===== config.mk =====
export PLATFORM = sky130hd
export DESIGN_NAME = lfsr_encrypt_engine
export DESIGN_NICKNAME = d
export VERILOG_FILES = /design/src/rtl/lfsr_encrypt_engine.sv
export SDC_FILE = /design/constraint.sdc
export NUM_CORES = 1
export LEC_CHECK = 0
export BUFFER_PORTS_ARGS = -buffer_cell sky130_fd_sc_hd__buf_2
export CORE_MARGIN = 3
export CORE_UTILIZATION = 61
export DETAILED_ROUTE_END_ITERATION = 10
export PLACE_DENSITY = 0.84
export RECOVER_POWER = 100
export SLEW_MARGIN = 40
export SYNTH_ARGS = -nofsm -noshare
export SYNTH_HDL_FRONTEND = slang
export SYNTH_SLANG_ARGS = --single-unit

===== constraint.sdc =====
create_clock -name clk -period 3.68 [get_ports clk]
set_input_delay 0.368 -clock clk [delete_from_list [all_inputs] [get_ports clk]]
set_output_delay 0.368 -clock clk [all_outputs]
set_load 0.005 [all_outputs]

===== src/rtl/lfsr_encrypt_engine.sv =====
// Message encrypter: pads a plaintext to 64 bytes, XORs each byte with a 7-bit LFSR stream, and writes the ciphertext with even parity in bit 7.
// Latency: 131 cycles from an accepted start to the last write; done follows on the next cycle.
// No backpressure: the memory port is combinational, and a start seen while busy is ignored.
module lfsr_encrypt_engine #(
   parameter int          MSG_BASE = 0,
   parameter int          MSG_MAX  = 61,
   parameter int          CFG_BASE = 61,
   parameter int          OUT_BASE = 64,
   parameter int          NBYTES   = 64,
   parameter logic [7:0]  PAD_CHAR = 8'h20
) (
   input  logic       clk,
   input  logic       rst,
   input  logic       start,
   output logic       done,
   output logic       busy,
   output logic [7:0] mem_addr,
   input  logic [7:0] mem_rdata,
   output logic       mem_wen,
   output logic [7:0] mem_wdata
);

   typedef enum logic [2:0] {
      S_IDLE, S_CFG0, S_CFG1, S_CFG2, S_RD, S_WR, S_DONE
   } state_t;

   state_t     state_q, state_d;
   logic [6:0] cnt_q,   cnt_d;
   logic [3:0] pre_q,   pre_d;
   logic [6:0] ptrn_q,  ptrn_d;
   logic [6:0] lfsr_q,  lfsr_d;
   logic [7:0] p_q,     p_d;

   logic [7:0] j;
   logic       in_msg;
   logic [6:0] c;

   always_comb begin
      state_d   = state_q;
      cnt_d     = cnt_q;
      pre_d     = pre_q;
      ptrn_d    = ptrn_q;
      lfsr_d    = lfsr_q;
      p_d       = p_q;
      mem_addr  = '0;
      mem_wen   = 1'b0;
      mem_wdata = '0;
      done      = (state_q == S_DONE);
      busy      = (state_q != S_IDLE) && (state_q != S_DONE);

      // j is one bit wider than the counter; the explicit i >= pre test keeps leading-pad bytes from wrapping into the message.
      j      = {1'b0, cnt_q} - {4'b0000, pre_q};
      in_msg = (cnt_q >= {3'b000, pre_q}) && (j < 8'(MSG_MAX));
      c      = p_q[6:0] ^ lfsr_q;

      case (state_q)
         S_IDLE, S_DONE: begin
            if (start) begin
               state_d = S_CFG0;
               cnt_d   = '0;
            end
         end
         S_CFG0: begin
            mem_addr = 8'(CFG_BASE);
            pre_d    = mem_rdata[3:0];
            state_d  = S_CFG1;
         end
         S_CFG1: begin
            mem_addr = 8'(CFG_BASE + 1);
            ptrn_d   = mem_rdata[6:0];
            state_d  = S_CFG2;
         end
         S_CFG2: begin
            mem_addr = 8'(CFG_BASE + 2);
            // An all-zero seed would lock the LFSR, so it is replaced by 1.
            lfsr_d   = (mem_rdata[6:0] == 7'h00) ? 7'h01 : mem_rdata[6:0];
            state_d  = S_RD;
         end
         S_RD: begin
            if (in_msg) begin
               mem_addr = 8'(MSG_BASE) + j;
               p_d      = mem_rdata;
            end else begin
               p_d      = PAD_CHAR;
            end
            state_d = S_WR;
         end
         S_WR: begin
            mem_addr  = 8'(OUT_BASE) + {1'b0, cnt_q};
            mem_wen   = 1'b1;
            mem_wdata = {^c, c};
            lfsr_d    = {lfsr_q[5:0], ^(lfsr_q & ptrn_q)};
            if (cnt_q == 7'(NBYTES - 1)) begin
               state_d = S_DONE;
            end else begin
               cnt_d   = cnt_q + 7'd1;
               state_d = S_RD;
            end
         end
         default: state_d = S_IDLE;
      endcase
   end

   always_ff @(posedge clk) begin
      if (rst) begin
         state_q <= S_IDLE;
         cnt_q   <= '0;
         pre_q   <= '0;
         ptrn_q  <= '0;
         lfsr_q  <= '0;
         p_q     <= '0;
      end else begin
         state_q <= state_d;
         cnt_q   <= cnt_d;
         pre_q   <= pre_d;
         ptrn_q  <= ptrn_d;
         lfsr_q  <= lfsr_d;
         p_q     <= p_d;
      end
   end

endmodule


==> results.txt, run 1 <==
----------------------------------------------------
[Outcome]
  Result of the run ... completed

[Clock tree]
  Count of H-tree levels built during CTS ... 2
  Num Clock Sinks ... 35
  Number of buffers inserted for hold repair after clock tree synthesis ... 0
  Number of buffers added for setup after CTS ... 0
  Total of cells resized after clock tree synthesis ... 0
  Source-to-sink clock delay at the later pin of the worst-skew pair ... 0.34 ns
  Number of buffers between clock root and the deepest sink ... 2
  Root buffer cell ... clkbuf_4
  CTS buffer count ... 5
  Clock tree from TritonCTS ... built
  Clock transition at the registers of the reported paths ... 0.11 ns

[STA]
  Fin. max-slew vios ... 0
  Endpoints failing setup ... 0
  Setup TNS ... 0 ns
  Worst-case clock skew ... 0.003525 ns
  Pin slew with the least headroom to its limit ... 0.9742 ns
  Final clock period utilization by the worst path ... 91.30%
  Unrepaired setup endpoints after global routing ... no
  Remaining max-slew budget at the tightest pin ... 34.50%
  Fmax ... 297.6 MHz
  Minimum clock period after layout ... 3.360 ns
  Endpoints failing hold ... 0

[Finish]
  Commonest cells after routing, fill and taps aside ... nor2_1 (49), dfxtp_1 (35), xnor2_1 (26)
  Nets ... 307
  Filler cell count in the final layout ... 294
  Most common library cell in the layout ignoring fill and taps ... nor2_1
  Share of cells above drive strength 1 ... 9.966%
  Share of the core filled with cells in the final layout ... 71.05%
  Design Area, Final ... 0.002276 mm^2
  Area grow syn2layout ... 6.126%
  Total inserted antenna cells ... 0

[Place]
  Post-Place Cell Area ... 0.002270 mm^2
  Quantity of I/O buffers inserted on ports ... 28
  Routability Congestion ... 0.9534
  Post-detailed-placement half-perimeter wirelength ... 3.506 mm

[Setup path]
  Worst reg2reg endpoint ... cnt_q[4]
  Critical path endpoint category ... output pin
  Logic depth of the worst register-to-register path ... 6
  Req. time, crit path ... 3.31 ns
  Worst setup path class ... register to output pin
  Largest fanout on the critical path ... 13
  Arrival time of the worst setup path ... 2.99 ns
  Startpoint of the worst register-to-register path ... state_q[2]
  Worst setup slack for register-to-register paths ... 0.95 ns
  Startpoint Class ... register

[Synth]
  Nets in the synthesized netlist ... 285
  Dominant combinational cell family by area after synthesis ... compound AO/OA/AOI/OAI gates
  #FFs+latches synth ... 35
  Fraction of synthesized area in multiplexers ... 3.734%
  Synthesized-area fraction occupied by and/or/nand/nor cells ... 20.48%
  Adder and majority gate portion of the synthesized area ... 3.851%
  Share of the synthesized area in the top cell type ... 32.67%
  Sequential-to-total area share from yosys stat ... 32.67%
  Largest area contributor in the synthesized netlist ... dfxtp_1
  Top cells by area in the synthesized netlist ... dfxtp_1 (33%), xnor2_1 (11%), nor2_1 (8.6%)
  Xor-xnor portion of the synthesized cell area ... 11.44%
  Synthesized instance count ... 268
  Post-Synthesis Cell Area ... 0.002145 mm^2
  Distinct cell type count of the synthesized netlist ... 44
  Number of warnings printed during yosys synthesis ... 0
  Complex-gate fraction of the synthesized area ... 20.54%
  Average size of a mapped cell ... 8.002 um^2

[Route]
  Mean number of vias per cell ... 5.582
  DR pass1 iterations ... 6
  Routed wire per std cell ... 14.20 um
  Number of DRC markers after the initial detailed-route iteration ... 161
  Detailed-route via count ... 1870
  DR DRC count ... 0
  Antenna viol nets, final ... 0
  Routed wire length ... 4.757 mm

[Pwr]
  Clock share of power ... 25.1%
  Comb pwr share ... 24.1%
  Net Switching ... 0.0002709 W
  Peak supply drop ... 0.0002561 V
  Power density relative to cell area ... 363.7 mW/mm^2
  Leakage power ... 0.8031 nW
  Cell internal pwr ... 0.0005568 W
  Sw frac ... 32.73%
  Seq pwr share ... 50.7%

[Job]
  Maximum capacitance violations ... 0

[Global routing]
  Global-route wire length before repair ... 8.217 mm
  Pin count of the biggest net entering global routing ... 33
  Total grt overflow ... 0
  Number of antenna violations at the first check in global routing ... 0
  Number of global-route vias before repair ... 1709
  Tot GR Track Use ... 25.20%

[Hold path]
  Hold Crit Start ... mem_rdata[6]
  Classification of the worst-slack hold path ... input pin to register
  Hold Path Stages ... 3
  Hold Path End ... ptrn_q[6]

[Die]
  Die Wd ... 65.30 um
  Overall die height ... 65.30 um
  Floorplan row count ... 20
  Die Outline Area ... 0.004263 mm^2
  Core area ... 0.003203 mm^2
  Initial Utilization ... 66.95%
  IO Pins ... 30

----------------------------------------------------
## per-stage QoR
| stage | std cells | setup slack (ns) | power (W) | hold slack (ns) |
|---|---|---|---|---|
| after floorplan | 268 | 1.283 | 0.0005859 | 0.4412 |
| after global placement | 327 | 0.8142 | 0.0006294 | 0.4506 |
| after detailed placement | 327 | 0.7311 | 0.0006326 | 0.4579 |
| after CTS | 335 | 0.3017 | 0.0008391 | 0.2505 |
| after global routing | 335 | 0.1032 | 0.0008808 | 0.2652 |
| final | 335 | 0.3201 | 0.0008278 | 0.2638 |
## layer usage
| metal | track usage [%] | up-vias | wire length, um |
|---|---|---|---|
| met3 | 4.274 | 11 | 283 |
| met5 | 0 | - | 0 |
| met4 | 10.10 | 0 | 85 |
| met2 | 38.31 | 61 | 2143 |
| met1 | 35.32 | 847 | 2245 |
| li1 | - | 951 | - |
## critical path: stages (launching register included)
cell and delay, ns:
dfxtp_1 0.35, inv_1 0.12, ha_1 0.20, inv_1 0.07, fa_1 0.43, a21oi_1 0.21, o21bai_1 0.09, xnor2_1 0.17
nor4_4 0.70, o31ai_1 0.17, clkbuf_1 0.14
## flip-flops by register name (all words and copies together) (netlist names)
register,flops
cnt_q,7
lfsr_q,7
p_q,7
ptrn_q,7
pre_q,4
state_q,3
## how the worst max path moves through the flow
stage / startpoint / endpoint / cells past startpoint
floorplan: cnt_q[0] / mem_addr[0] / 10
global placement: cnt_q[0] / mem_addr[4] / 10
detailed placement: cnt_q[0] / mem_addr[2] / 10
CTS: cnt_q[0] / mem_addr[2] / 10
global route: cnt_q[0] / mem_addr[2] / 10
finish: cnt_q[0] / mem_addr[2] / 10
## power by group through the flow
stage | combinational (W) | sequential, W | clock [W]
after floorplan | 0.000169 | 0.000417 | 0
after global placement | 0.000201 | 0.000429 | 0
after detailed placement | 0.000203 | 0.000430 | 0
after CTS | 0.000204 | 0.000421 | 0.000214
after global routing | 0.000225 | 0.000424 | 0.000231
final | 0.000200 | 0.000420 | 0.000208
## cell usage after synthesis (all sizes together)
cell and instances:
or3 1, a2111oi 2, xnor2 26, o21ai 11
a21oi 19, nand2b 2, a311oi 2, nor2b 1
mux2i 8, and2 2, nand3 6, nand3b 2
dfxtp 35, o221ai 1, ha 5, o31a 1
nand2 24, nand4 1, a21o 1, o31ai 7
a21boi 1, a211oi 7, fa 1, o41ai 6
nor3b 1, o21bai 1, buf 7, inv 23
nor3 3, nor2 49, and3 2, xor2 2
clkbuf 6, o32ai 1, nor4 1
## final cells by class
class,instances,area [um^2],share of cell area (%)
Clock buffer,6,41.29,1.814
Sequential cell,35,700.7,30.79
Inverter,23,86.33,3.793
Tap cell,44,55.05,2.419
Multi-Input combinational cell,197,1256,55.20
Clock inverter,2,12.51,0.5498
Timing Repair Buffer,28,123.9,5.443
## logic make-up (layout without fill, tap and decap cells)
family                   after synthesis  in the layout
AO/OA/AOI/OAI                         60             60
adder cells (fa/ha/maj)                6              6
AND/OR/NAND/NOR                       95             95
multiplexers                           8              8
flip-flops                            35             35
XOR/XNOR                              28             28
buffers and inverters                 36             59
Note: power is estimated with default switching activity, not from simulation.
==> run 2, diff against run 1 <==
--- a/config.mk
+++ b/config.mk
@@ -7,9 +7,10 @@
 export LEC_CHECK = 0
 export BUFFER_PORTS_ARGS = -buffer_cell sky130_fd_sc_hd__buf_2
 export CORE_MARGIN = 3
-export CORE_UTILIZATION = 61
+export CORE_UTILIZATION = 35
+export CTS_CLUSTER_DIAMETER = 80
 export DETAILED_ROUTE_END_ITERATION = 10
-export PLACE_DENSITY = 0.84
+export GPL_TIMING_DRIVEN = 0
 export RECOVER_POWER = 100
 export SLEW_MARGIN = 40
 export SYNTH_ARGS = -nofsm -noshare
==> run 2 against run 1 <==
Count of clock-buffer cells in the layout unchanged. Sequential share of layout area decreased by 1.5 points. Via count grew 4.3%. Cell area up 5.0%. Non-clock buffer count rose by 13. Worst hold slack improved by 0.059 ns. Power rose by 10%. Combinational power is 10% higher. Register-to-register slack improved by 0.26 ns. Wire length rose by 16%. Clock power is 36% higher. Global-route usage is 8.8 points lower. Critical endpoint unchanged. Largest power group unchanged.
==> results.txt, run 2 (synthesis results as in run 1) <==
----------------------------------------------------
[Setup path]
  Req. time, crit path ... 3.31 ns (about the same)
  Largest stage delay on the critical path ... 0.42 ns (was 0.70 ns)
  Critical path endpoint category ... output pin (unchanged)
  Arrival time of the worst setup path ... 2.81 ns (was 2.99 ns)
  CP bufs+invs ... 4 (was 3)
  Worst path most repeated cell ... inv_1 (unchanged)
  Crit-path cells ... inv_1, ha_1, inv_1, fa_1, a21oi_1, o21bai_1, xnor2_1, nor4_4, buf_6, o31ai_1, buf_2 (was inv_1, ha_1, inv_1, fa_1, a21oi_1, o21bai_1, xnor2_1, nor4_4, o31ai_1, clkbuf_1)
  Startpoint Class ... register (unchanged)
  Worst setup path class ... register to output pin (unchanged)
  Largest fanout on the critical path ... 10 (was 13)
  Kind of cell with the highest combined delay on the critical path ... adder cells (was simple AND/OR/NAND/NOR gates)
  Worst path slowest cell ... fa_1 (was nor4_4)

[Finish]
  Commonest cells after routing, fill and taps aside ... nor2_1 (49), dfxtp_1 (35), xnor2_1 (26) (unchanged)
  Total inserted antenna cells ... 0 (unchanged)
  Share of cells above drive strength 1 ... 12.50% (was 9.966%)
  Design Area, Final ... 0.002390 mm^2 (was 0.002276 mm^2)
  Area grow syn2layout ... 11.44% (was 6.126%)
  Filler cell count in the final layout ... 617 (was 294)
  Most common library cell in the layout ignoring fill and taps ... nor2_1 (unchanged)
  Nets ... 320 (was 307)

[Route]
  Mean number of vias per cell ... 5.186 (was 5.582)
  DR DRC count ... 0 (unchanged)
  Antenna viol nets, final ... 0 (unchanged)
  Routed wire per std cell ... 14.65 um (was 14.20 um)
  Detailed-route via count ... 1950 (was 1870)
  Number of DRC markers after the initial detailed-route iteration ... 149 (was 161)
  DR pass1 iterations ... 4 (was 6)
  Routed wire length ... 5.510 mm (was 4.757 mm)

[Hold path]
  Classification of the worst-slack hold path ... input pin to register (unchanged)

[Clock tree]
  Clock transition at the registers of the reported paths ... 0.08 ns (was 0.11 ns)
  Number of buffers inserted for hold repair after clock tree synthesis ... 0 (unchanged)
  Count of H-tree levels built during CTS ... 2 (unchanged)
  Number of buffers added for setup after CTS ... 0 (unchanged)
  CTS buffer count ... 5 (unchanged)
  Clock tree from TritonCTS ... built (unchanged)
  Number of buffers between clock root and the deepest sink ... 2 (unchanged)
  Total of cells resized after clock tree synthesis ... 0 (unchanged)
  Source-to-sink clock delay at the later pin of the worst-skew pair ... 0.29 ns (was 0.34 ns)
  Num Clock Sinks ... 35 (unchanged)
  Root buffer cell ... clkbuf_8 (was clkbuf_4)

[STA]
  Remaining max-slew budget at the tightest pin ... 43.04% (was 34.50%)
  Final clock period utilization by the worst path ... 86.39% (was 91.30%)
  Unrepaired setup endpoints after global routing ... no (unchanged)
  Endpoints failing hold ... 0 (unchanged)
  Worst-case clock skew ... 0.004289 ns (was 0.003525 ns)
  Fin. max-slew vios ... 0 (unchanged)
  Pin slew with the least headroom to its limit ... 0.8478 ns (was 0.9742 ns)
  Setup TNS ... 0 ns (unchanged)
  Minimum clock period after layout ... 3.179 ns (was 3.360 ns)
  Fmax ... 314.5 MHz (was 297.6 MHz)
  Endpoints failing setup ... 0 (unchanged)

[Pwr]
  Power density relative to cell area ... 382.4 mW/mm^2 (was 363.7 mW/mm^2)
  Net Switching ... 0.0002949 W (was 0.0002709 W)
  Sw frac ... 32.27% (was 32.73%)
  Comb pwr share ... 24.1% (about the same)
  Leakage power ... 0.8621 nW (was 0.8031 nW)
  Clock share of power ... 30.9% (was 25.1%)
  Total power ... 0.0009139 W (was 0.0008278 W)
  Peak supply drop ... 0.0001318 V (was 0.0002561 V)
  Seq pwr share ... 45.0% (was 50.7%)
  Cell internal pwr ... 0.0006189 W (was 0.0005568 W)

[Global routing]
  Pin count of the biggest net entering global routing ... 12 (was 33)
  Number of antenna violations at the first check in global routing ... 0 (unchanged)
  Tot GR Track Use ... 16.39% (was 25.20%)
  Total grt overflow ... 0 (unchanged)
  Global-route wire length before repair ... 9.335 mm (was 8.217 mm)
  Number of global-route vias before repair ... 1903 (was 1709)

[Die]
  Core area ... 0.005709 mm^2 (was 0.003203 mm^2)
  Die Wd ... 84.28 um (was 65.30 um)
  Floorplan row count ... 27 (was 20)
  IO Pins ... 30 (unchanged)
  Initial Utilization ... 37.56% (was 66.95%)
  Overall die height ... 84.28 um (was 65.30 um)
  Die Outline Area ... 0.007102 mm^2 (was 0.004263 mm^2)

[Place]
  Routability Congestion ... 0.8123 (was 0.9534)
  Quantity of I/O buffers inserted on ports ... 28 (unchanged)
  Post-Place Cell Area ... 0.002375 mm^2 (was 0.002270 mm^2)
  Post-detailed-placement half-perimeter wirelength ... 4.215 mm (was 3.506 mm)

[Job]
  Maximum capacitance violations ... 0 (unchanged)

[Outcome]
  Result of the run ... completed (unchanged)

----------------------------------------------------
==> run 2: through the flow <==
stage | utilization [%] | worst slack (ns) | instances | hold slack, ns
final | 41.86 | 0.5007 | 376 | 0.3223
after CTS | 43.09 | 0.5205 | 376 | 0.3253
after global placement | 41.60 | 0.8062 | 368 | 0.4565
after detailed placement | 41.60 | 0.8598 | 368 | 0.4572
after floorplan | - | 1.283 | 268 | 0.4412
after global routing | 41.86 | 0.2983 | 376 | 0.3362
==> run 2: final cells by class <==
| type | instances | area (um^2) | area share (%) |
|---|---|---|---|
| flip-flops and latches | 35 | 700.7 | 29.32 |
| multi-input cells | 197 | 1237 | 51.78 |
| inverters | 23 | 86.33 | 3.613 |
| well taps | 72 | 90.09 | 3.770 |
| plain buffers | 13 | 60.06 | 2.513 |
| clock inverters | 2 | 12.51 | 0.5236 |
| repair buffers | 28 | 130.1 | 5.445 |
| clock buffers | 6 | 72.57 | 3.037 |
==> run 2: worst register-to-register path, delay by kind of cell (launching register included) <==
kind	cells	cell delay, ns
and+or+nand+nor	1	0.41
buffers and inverters	3	0.40
AOI/OAI and AO/OA	3	0.40
xor gates and xnor gates	1	0.18
adders and majority gates	2	0.62
DFF	1	0.34
==> run 2: power groups by stage <==
| stage | logic (W) | registers, W | clock network [W] |
|---|---|---|---|
| final | 0.000221 | 0.000411 | 0.000282 |
| after global routing | 0.000249 | 0.000414 | 0.000311 |
| after CTS | 0.000228 | 0.000412 | 0.000290 |
| after global placement | 0.000225 | 0.000421 | 0 |
| after detailed placement | 0.000227 | 0.000421 | 0 |
| after floorplan | 0.000169 | 0.000417 | 0 |
==> run 2: worst paths after layout <==
path                  from     endpoint  slack [ns]  depth (start not counted)
setup / recovery  cnt_q[0]  mem_addr[2]        0.50                         11
hold / removal         rst       p_q[0]        0.32                          2
setup reg to reg  cnt_q[0]       p_q[3]        1.21                         10
hold reg to reg     p_q[4]       p_q[4]        0.47                          2
==> run 2: routing by layer <==
| layer | global-route usage (%) | share of wire [%] | vias to the layer above |
|---|---|---|---|
| met5 | 0 | 0 | - |
| met1 | 22.27 | 49 | 925 |
| met2 | 25.47 | 45 | 43 |
| li1 | - | - | 974 |
| met3 | 2.748 | 4.1 | 8 |
| met4 | 7.164 | 2.0 | 0 |
